**src/rtl/uart_rx_pkg.sv**
```systemverilog
// Shared constants and FSM encoding for the UART instruction receiver.
package uart_rx_pkg;

    localparam int unsigned PARITY_NONE = 0;
    localparam int unsigned PARITY_EVEN = 1;
    localparam int unsigned PARITY_ODD  = 2;

    localparam logic [31:0] NOP_INSTR = 32'h0000_0013;
    localparam logic [31:0] JAL_SELF  = 32'hfa9e_f06f;

    typedef enum logic [2:0] {
        ST_IDLE,
        ST_START,
        ST_DATA,
        ST_PARITY,
        ST_STOP
    } rx_state_e;

endpackage

```
**src/rtl/uart_rx_fifo.sv**
```systemverilog
// Synchronous word FIFO with show-ahead head word and exact fill level.
module uart_rx_fifo #(
    parameter int unsigned WIDTH = 32,
    parameter int unsigned DEPTH = 64
) (
    input  logic                     clk,
    input  logic                     rst_n,
    input  logic                     push,
    input  logic [WIDTH-1:0]         push_data,
    input  logic                     pop,
    output logic [WIDTH-1:0]         head,
    output logic [$clog2(DEPTH):0]   level,
    output logic                     full,
    output logic                     empty
);

    localparam int unsigned AW = $clog2(DEPTH);
    localparam int unsigned LW = AW + 1;

    logic [WIDTH-1:0] mem_q [DEPTH];
    logic [AW-1:0]    wr_ptr_q, wr_ptr_d;
    logic [AW-1:0]    rd_ptr_q, rd_ptr_d;
    logic [LW-1:0]    level_q, level_d;
    logic             push_ok, pop_ok;

    assign empty = (level_q == '0);
    assign full  = (level_q == LW'(DEPTH));
    assign head  = mem_q[rd_ptr_q];
    assign level = level_q;

    // A push into a full FIFO is accepted when the head leaves in the same cycle.
    assign push_ok = push && (!full || pop);
    assign pop_ok  = pop && !empty;

    always_comb begin
        wr_ptr_d = wr_ptr_q;
        rd_ptr_d = rd_ptr_q;
        level_d  = level_q;
        if (push_ok) begin
            wr_ptr_d = wr_ptr_q + 1'b1;
        end
        if (pop_ok) begin
            rd_ptr_d = rd_ptr_q + 1'b1;
        end
        if (push_ok && !pop_ok) begin
            level_d = level_q + 1'b1;
        end else if (!push_ok && pop_ok) begin
            level_d = level_q - 1'b1;
        end
    end

    always_ff @(posedge clk or negedge rst_n) begin
        if (!rst_n) begin
            wr_ptr_q <= '0;
            rd_ptr_q <= '0;
            level_q  <= '0;
        end else begin
            wr_ptr_q <= wr_ptr_d;
            rd_ptr_q <= rd_ptr_d;
            level_q  <= level_d;
        end
    end

    always_ff @(posedge clk) begin
        if (push_ok) begin
            mem_q[wr_ptr_q] <= push_data;
        end
    end

endmodule

```
**src/rtl/uart_instr_rx.sv**
```systemverilog
// UART receiver that assembles bytes into instruction words, queues them,
// and serves them through a registered fetch port with NOP/JAL_SELF fallbacks.
module uart_instr_rx
    import uart_rx_pkg::*;
#(
    parameter int unsigned CLK_DIV      = 5208,
    parameter int unsigned PARITY       = 1,
    parameter int unsigned WORD_BYTES   = 4,
    parameter int unsigned FIFO_DEPTH   = 64,
    parameter int unsigned TIMEOUT_BITS = 32
) (
    input  logic                          clk,
    input  logic                          rst_n,
    input  logic                          uart_rx,
    input  logic                          fetch_enable,
    input  logic [2:0]                    instr_addr,
    output logic [8*WORD_BYTES-1:0]       instr,
    output logic [$clog2(FIFO_DEPTH):0]   fifo_level,
    input  logic                          err_clear,
    output logic                          parity_err,
    output logic                          frame_err,
    output logic                          overflow
);

    localparam int unsigned W       = 8 * WORD_BYTES;
    localparam int unsigned CNT_W   = $clog2(CLK_DIV);
    localparam int unsigned TO_CLKS = TIMEOUT_BITS * CLK_DIV;
    localparam int unsigned TO_W    = $clog2(TO_CLKS + 1);
    localparam int unsigned BI_W    = (WORD_BYTES > 1) ? $clog2(WORD_BYTES) : 1;

    localparam logic [CNT_W-1:0] HALF_M1    = CNT_W'(CLK_DIV / 2 - 1);
    localparam logic [CNT_W-1:0] FULL_M1    = CNT_W'(CLK_DIV - 1);
    localparam logic [TO_W-1:0]  TO_M1      = TO_W'(TO_CLKS - 1);
    localparam logic [BI_W-1:0]  LAST_BYTE  = BI_W'(WORD_BYTES - 1);
    localparam logic             HAS_PARITY = (PARITY != PARITY_NONE);
    localparam logic             ODD_PAR    = !(PARITY == PARITY_EVEN);

    logic [1:0]       sync_q, sync_d;
    rx_state_e        state_q, state_d;
    logic [CNT_W-1:0] cnt_q, cnt_d;
    logic [2:0]       bit_cnt_q, bit_cnt_d;
    logic [7:0]       shreg_q, shreg_d;
    logic             par_acc_q, par_acc_d;
    logic             par_bad_q, par_bad_d;
    logic             wait_high_q, wait_high_d;
    logic [BI_W-1:0]  byte_idx_q, byte_idx_d;
    logic [W-1:0]     word_q, word_d;
    logic [TO_W-1:0]  idle_cnt_q, idle_cnt_d;
    logic [W-1:0]     instr_q, instr_d;
    logic             parity_err_q, parity_err_d;
    logic             frame_err_q, frame_err_d;
    logic             overflow_q, overflow_d;

    logic             rx_s;
    logic             bit_tick;
    logic             word_push;
    logic             par_set, frame_set, ovf_set;
    logic             fifo_pop, fifo_full, fifo_empty;
    logic [W-1:0]     fifo_head;

    assign rx_s     = sync_q[1];
    assign bit_tick = (cnt_q == FULL_M1);

    uart_rx_fifo #(
        .WIDTH (W),
        .DEPTH (FIFO_DEPTH)
    ) u_fifo (
        .clk       (clk),
        .rst_n     (rst_n),
        .push      (word_push),
        .push_data (word_d),
        .pop       (fifo_pop),
        .head      (fifo_head),
        .level     (fifo_level),
        .full      (fifo_full),
        .empty     (fifo_empty)
    );

    always_comb begin
        sync_d      = {sync_q[0], uart_rx};
        state_d     = state_q;
        cnt_d       = cnt_q;
        bit_cnt_d   = bit_cnt_q;
        shreg_d     = shreg_q;
        par_acc_d   = par_acc_q;
        par_bad_d   = par_bad_q;
        wait_high_d = wait_high_q;
        byte_idx_d  = byte_idx_q;
        word_d      = word_q;
        idle_cnt_d  = '0;
        word_push   = 1'b0;
        par_set     = 1'b0;
        frame_set   = 1'b0;

        unique case (state_q)
            ST_IDLE: begin
                if (idle_cnt_q == TO_M1) begin
                    idle_cnt_d = idle_cnt_q;
                    byte_idx_d = '0;
                end else begin
                    idle_cnt_d = idle_cnt_q + 1'b1;
                end
                // After a framing error the line must be seen high before a new start.
                if (rx_s) begin
                    wait_high_d = 1'b0;
                end else if (!wait_high_q) begin
                    state_d   = ST_START;
                    cnt_d     = '0;
                    bit_cnt_d = '0;
                    par_acc_d = 1'b0;
                    par_bad_d = 1'b0;
                end
            end
            ST_START: begin
                if (cnt_q == HALF_M1) begin
                    cnt_d   = '0;
                    state_d = rx_s ? ST_IDLE : ST_DATA;
                end else begin
                    cnt_d = cnt_q + 1'b1;
                end
            end
            ST_DATA: begin
                if (bit_tick) begin
                    cnt_d     = '0;
                    shreg_d   = {rx_s, shreg_q[7:1]};
                    par_acc_d = par_acc_q ^ rx_s;
                    bit_cnt_d = bit_cnt_q + 3'd1;
                    if (bit_cnt_q == 3'd7) begin
                        state_d = HAS_PARITY ? ST_PARITY : ST_STOP;
                    end
                end else begin
                    cnt_d = cnt_q + 1'b1;
                end
            end
            ST_PARITY: begin
                if (bit_tick) begin
                    cnt_d   = '0;
                    state_d = ST_STOP;
                    if ((par_acc_q ^ rx_s) != ODD_PAR) begin
                        par_bad_d  = 1'b1;
                        par_set    = 1'b1;
                        byte_idx_d = '0;
                    end
                end else begin
                    cnt_d = cnt_q + 1'b1;
                end
            end
            ST_STOP: begin
                if (bit_tick) begin
                    cnt_d   = '0;
                    state_d = ST_IDLE;
                    if (!rx_s) begin
                        frame_set   = 1'b1;
                        byte_idx_d  = '0;
                        wait_high_d = 1'b1;
                    end else if (!par_bad_q) begin
                        for (int unsigned k = 0; k < WORD_BYTES; k++) begin
                            if (byte_idx_q == BI_W'(k)) begin
                                word_d[W-1-8*k -: 8] = shreg_q;
                            end
                        end
                        if (byte_idx_q == LAST_BYTE) begin
                            word_push  = 1'b1;
                            byte_idx_d = '0;
                        end else begin
                            byte_idx_d = byte_idx_q + 1'b1;
                        end
                    end
                end else begin
                    cnt_d = cnt_q + 1'b1;
                end
            end
            default: state_d = ST_IDLE;
        endcase
    end

    always_comb begin
        fifo_pop = fetch_enable && (instr_addr == 3'd0) && !fifo_empty;
        if (instr_addr == 3'd4) begin
            instr_d = W'(JAL_SELF);
        end else if (fifo_pop) begin
            instr_d = fifo_head;
        end else begin
            instr_d = W'(NOP_INSTR);
        end
        ovf_set      = word_push && fifo_full && !fifo_pop;
        parity_err_d = par_set   | (parity_err_q & ~err_clear);
        frame_err_d  = frame_set | (frame_err_q  & ~err_clear);
        overflow_d   = ovf_set   | (overflow_q   & ~err_clear);
    end

    always_ff @(posedge clk or negedge rst_n) begin
        if (!rst_n) begin
            sync_q       <= '1;
            state_q      <= ST_IDLE;
            cnt_q        <= '0;
            bit_cnt_q    <= '0;
            shreg_q      <= '0;
            par_acc_q    <= 1'b0;
            par_bad_q    <= 1'b0;
            wait_high_q  <= 1'b0;
            byte_idx_q   <= '0;
            word_q       <= '0;
            idle_cnt_q   <= '0;
            instr_q      <= W'(NOP_INSTR);
            parity_err_q <= 1'b0;
            frame_err_q  <= 1'b0;
            overflow_q   <= 1'b0;
        end else begin
            sync_q       <= sync_d;
            state_q      <= state_d;
            cnt_q        <= cnt_d;
            bit_cnt_q    <= bit_cnt_d;
            shreg_q      <= shreg_d;
            par_acc_q    <= par_acc_d;
            par_bad_q    <= par_bad_d;
            wait_high_q  <= wait_high_d;
            byte_idx_q   <= byte_idx_d;
            word_q       <= word_d;
            idle_cnt_q   <= idle_cnt_d;
            instr_q      <= instr_d;
            parity_err_q <= parity_err_d;
            frame_err_q  <= frame_err_d;
            overflow_q   <= overflow_d;
        end
    end

    assign instr      = instr_q;
    assign parity_err = parity_err_q;
    assign frame_err  = frame_err_q;
    assign overflow   = overflow_q;

endmodule

```
**config.mk**
```make
export PLATFORM = sky130hd
export DESIGN_NAME = uart_instr_rx
export DESIGN_NICKNAME = d
export VERILOG_FILES = /design/src/rtl/uart_rx_pkg.sv /design/src/rtl/uart_rx_fifo.sv /design/src/rtl/uart_instr_rx.sv
export SDC_FILE = /design/constraint.sdc
export NUM_CORES = 2
export LEC_CHECK = 0
export CAP_MARGIN = 20
export CORE_AREA = 5 5 397 399
export CTS_CLUSTER_SIZE = 10
export DETAILED_ROUTE_END_ITERATION = 10
export DIE_AREA = 0 0 402 404
export GPL_ROUTABILITY_DRIVEN = 1
export PLACE_DENSITY = 0.71
export SLEW_MARGIN = 30
export SYNTH_ARGS = -nofsm -noshare
export SYNTH_HDL_FRONTEND = slang
export SYNTH_SLANG_ARGS = --single-unit
```
**constraint.sdc**
```tcl
create_clock -name clk -period 7.5 [get_ports clk]
set_clock_uncertainty 0.1 [all_clocks]
set_input_delay 0.75 -clock clk [delete_from_list [all_inputs] [get_ports clk]]
set_output_delay 0.75 -clock clk [all_outputs]
set_load 0.01 [all_outputs]
```
# == Word-level counts from Yosys, hierarchy flattened ==
# Memory sizes are Yosys's and may differ from the RTL's.
# Cells that the tools add are included.
# op_classes
add_sub_neg,8
eq_ne,26
mux,64
n_bitwise,8
n_reduce_logical,32
# ops
op,count
32-bit 2-to-1 mux,6
13-bit 2-to-1 mux,4
13-bit one-hot mux with 3 select lines,1
18-bit 2-to-1 mux,2
8-bit 2-to-1 mux,4
3-bit 2-to-1 mux,10
"2-bit inequality test, second input constant",12
1-bit 2-to-1 mux,21
"18-bit by 1-bit adder with 18-bit output, second input constant",1
"18-bit == test, second input constant",1
2-bit 2-to-1 mux,8
3-bit one-hot mux with 5 select lines,1
7-bit 2-to-1 mux,2
"13-bit by 1-bit adder with 13-bit output, second input constant",1
"13-bit by 12-bit == test with 1-bit output, second input constant",1
"13-bit == test, second input constant",1
"6-bit by 1-bit adder with 6-bit output, second input constant",2
"3-bit == test, second input constant",3
1-bit logical AND,8
4-bit AND reduction,2
2-bit nonzero test,4
"7-bit by 1-bit adder with 7-bit output, second input constant",1
"7-bit == test, second input constant",1
7-bit zero test,1
26 further kinds,40
# word_totals
reg_bits,138
ram_bits,2048
output_inout_bits,42
wordCells,157
memories,1
# memory_table
memory,depth,word_bits,read_ports,rd_clocked_by_memory_dff,write_ports,line_no,text
u_fifo.mem_q,64,32,1,0,1,uart_rx_fifo.sv:20,logic [WIDTH-1:0] mem_q [DEPTH];

# == Logic depth before layout (Yosys ltp) ==
# depth
word_depth,11
ltp_mapped,13
depth_no_buf,12

# == Modules after synthesis ==
# From an unflattened synthesis, not the netlist that was laid out.
# unflattened
hier_cells,3927
area_unflattened_um2,84528.6
# modules_own_cells
module,n_inst,cells_each,area_each_um2,seq_area_each_um2
uart_rx_fifo,1,3491,79353.6,61974.4
uart_instr_rx,1,436,5175.0,2984.1

# == Least setup slack after synthesis ==
# No wires, ideal clock.
# synth_timing
path_kind,reg-to-reg
startpoint,register cnt_q[0]
endpoint,"memory u_fifo.mem_q[46][0], enable pin"
setup_ps,421
arrival_time_ps,3334
required_time_ps,6979
slack_ps,3645
stages_incl_launch_ff,8
n_path_buf,1
path_cell_list,dfrtp_1 ha_1 nor4bb_1 nand3_1 nor4_2 buf_4 nand3b_2 nor2_1
# synth_between
elab_chain_cells,6
# synth_rtl
item,line_no,text
"start, declared",uart_instr_rx.sv:40,"logic [CNT_W-1:0] cnt_q, cnt_d;"
"start signal, assigned",uart_instr_rx.sv:212,cnt_q <= cnt_d;
13-bit == test,uart_instr_rx.sv:62,assign bit_tick = (cnt_q == FULL_M1);
1-bit 2-to-1 mux,uart_instr_rx.sv:149,if (bit_tick) begin
1-bit 2-to-1 mux,uart_instr_rx.sv:95,unique case (state_q)
1-bit logical AND,uart_rx_fifo.sv:32,assign push_ok = push && (!full || pop);
via u_fifo.push_ok,uart_rx_fifo.sv:24,"logic push_ok, pop_ok;"
1-bit 2-to-1 mux,uart_rx_fifo.sv:65,if (push_ok) begin
1-bit 2-to-1 mux (implied by the code),uart_rx_fifo.sv:66,mem_q[wr_ptr_q] <= push_data;
"end, declared",uart_rx_fifo.sv:20,
# The timed path passes the listed nets, and every way through them passes these cells.

# == Worst setup path in the final report ==
# layout_timing
startpoint,register cnt_q[0]
endpoint,"memory u_fifo.mem_q[29][15], enable pin"
# layout_between
elab_chain_cells,6
# layout_rtl
item,line_no
13-bit == test,uart_instr_rx.sv:62
1-bit 2-to-1 mux,uart_instr_rx.sv:149
1-bit 2-to-1 mux,uart_instr_rx.sv:95
1-bit logical AND,uart_rx_fifo.sv:32
1-bit 2-to-1 mux,uart_rx_fifo.sv:65
1-bit 2-to-1 mux (implied by the code),uart_rx_fifo.sv:66
# No other way between the ends.

==> qor.txt <==
outcome - finished, final reports clean
Synth cell types - 77
IO Count - 50
Syn-to-layout area delta - 13.99%
fillers - 10,080
post-layout minimum cycle time - 4373 ps
post-route cell area - 95,670 sq um
Rel. slew slack - 30.71%
DIE WIDTH - 402 um
number of synthesized flops with an enable pin - 2,048
RSZ-0062 raised after global routing - false
Worst Path Class, Setup - flip-flop to flip-flop
layout cell share with drive strength beyond 1 - 27.88%
Post-CTS Setup Repair Bufs - 0
endpoints failing setup - 0
CTS tree - yes
Critical Path RT - 7910 ps
sequential area share after synthesis - 77.40%
routed vias/inst - 6.634
YS warnings - 0
synthesized instance count - 3,660
full die area - 162,400 sq um
total CTS buffers - 238
first-pass GRT wire length - 302,600 um
Max clock buf depth - 3
total chip power - 27.07 mW
root buffer cell - clkbuf_16
Chip Height - 404 um
hold depth - 1
Post-CTS Hold Buffers - 1
nets - 3,927
via count of the first global-routing pass - 40,120
Final Non-Filler Cells - 6,120
clock slew at reported path FFs - 50 ps
FF-to-FF Start - cnt_q[0]
final hold violation count - 0
Critical-path top delay cell - nor2_4
Leak - 35.51 nW
most common cell after layout, fill and taps aside - edfxtp_1
R2R Path End - u_fifo.mem_q[29][15]
buffers added on ports - 49
GP Congestion - 0.8841
hold_sp - uart_rx
largest net degree at the start of global routing - 105
Critical Path Fanout Max - 19
CTS H-tree depth - 4
setup TNS - 0 ps
Pre-Repair DR Iteration Count - 6
max-slew violation count - 0
Routed WL per cell - 34.62 um
critical path startpoint category - flip-flop
synthesis-stage register bit count - 2,186
r2r worst-path depth - 8
CP cell instances - ha_1 -> nor4bb_1 -> nand3_1 -> nor4_4 -> buf_4 -> nand3_2 -> nor2_4 -> buf_4
crit-path most repeated cell - buf_4
R2R Setup Slk - 3130 ps
syn_area_per_cell - 22.93 sq um
via count - 40,600
setup ws final - 3127 ps
Place WS - 1937 ps
crit share post-route - 58.30%
Synth Net Count - 3,685
commonest non-fill, non-tap cells in the layout - 2,048 x edfxtp_1, 591 x mux4_2, 246 x clkbuf_16, 154 x clkbuf_1, 128 x dfrtp_1
Peak VDD IR - 0.2757 mV
total gr overflow - 0
placed cells - 5,697
Post-DP HPWL - 126,200 um
Clk Latency, worst-skew pair - 840 ps
initial antenna violation count - 4
WHS Endpoint - sync_q[0]
async set-reset flop share out of synthesis - 6.313%
cell family with most CP delay - simple AND/OR/NAND/NOR gates
max_cap viols - 0
Residual DRC - 0
CTS resizes - 0
drt total wl - 211,900 um
Post-Syn Area - 83,930 sq um
initial core utilization - 54.68%
FP Rows - 144
Synth Flop Type - edfxtp_1
number of DRC markers in iteration 0 - 5,603
Hold Crit Class - primary input to flip-flop
critical path arrival - 4780 ps
pwr dens - 283.0 nW/um^2
# clock sinks - 2,186
post-place instance area - 88,600 sq um
fmax - 228.7 MHz
Routed Antenna Nets - 0
CP Buf/Inv Count - 2
GRT Overall Usage - 26.20%
Core Area - 153,500 sq um
crit path capture type - flip-flop
CP peak stage delay - 860 ps
worst slew pin tran - 1039 ps
-- cell families after synthesis --
group | count (synthesis) | share of synthesized area [%]
DFF | 2186 | 77.40
muxes | 668 | 16.85
and+or+nand+nor | 342 | 1.990
AOI/OAI and AO/OA | 211 | 1.822
buffers and inverters | 198 | 1.281
xor gates and xnor gates | 38 | 0.3965
adders and majority gates | 17 | 0.2624
-- stage by stage --
step	hold slack [ps]	utilization [%]
floorplan	245.2	-
global placement	252.1	56.81
detailed placement	248.2	57.71
CTS	193.3	62.17
global route	224.3	62.32
finish	241.2	62.32
-- power breakdown --
part / switching (mW) / internal (mW)
clock: 4.44 / 6.04
sequential: 0.139 / 13.2
combinational: 1.89 / 1.38
-- layout make-up --
type | instances | area (sq um) | share of cell area [%]
antenna | 5 | 12.51 | 0.01308
clock buffer | 400 | 6734 | 7.039
clock inverter | 9 | 95.09 | 0.09939
inverter | 20 | 77.57 | 0.08108
multi-input combinational | 1276 | 18530 | 19.37
sequential | 2186 | 64980 | 67.92
tap | 2044 | 2557 | 2.673
timing repair buffer | 180 | 2684 | 2.805
-- how the worst max path moves through the flow --
| stage | from | end | slack [ps] | depth (start not counted) |
|---|---|---|---|---|
| after global placement | instr_addr[1] | u_fifo.mem_q[27][6] | 1670 | 6 |
| after floorplan | cnt_q[0] | u_fifo.mem_q[46][0] | 3640 | 7 |
| final | cnt_q[0] | u_fifo.mem_q[29][15] | 3130 | 8 |
| after CTS | cnt_q[0] | u_fifo.mem_q[29][15] | 2730 | 7 |
| after detailed placement | instr_addr[1] | u_fifo.mem_q[29][18] | 1940 | 7 |
| after global routing | cnt_q[0] | u_fifo.mem_q[29][15] | 2860 | 8 |
-- flip-flops by register name (all words and copies together), names as in the netlist, 2 cells and up --
name             count
bit_cnt_q            3
byte_idx_q           2
cnt_q               13
idle_cnt_q          18
instr               32
shreg_q              8
state_q              3
sync_q               2
u_fifo.level         7
u_fifo.mem_q      2048
u_fifo.rd_ptr_q      6
u_fifo.wr_ptr_q      6
word_q              32
-- cell usage after synthesis (all sizes together), types with 13 or more instances --
cell    count  area, sq um
edfxtp   2048        61500
mux4      591        13310
buf       135        838.3
dfrtp     133         3328
nor2      124        465.5
nand2     100        375.4
mux2       51        574.3
o22ai      48        300.3
clkbuf     43        161.4
a22oi      27        202.7
mux2i      26        260.3
xnor2      25        219.0
a21oi      23        115.1
o21ai      22        110.1
inv        19        71.31
nand3      19        95.09
ha         16        200.2
nor3       13        75.07
xor2       13        113.9
-- metal layers --
layer	routed length (um)	GRT usage [%]	vias up
met2	100500	40.60	2488
met4	7662	8.717	2
li1	-	-	16050
met1	80970	37.62	21680
met5	13	0	-
met3	22760	6.189	383
Note: power is estimated with default switching activity, not from simulation.
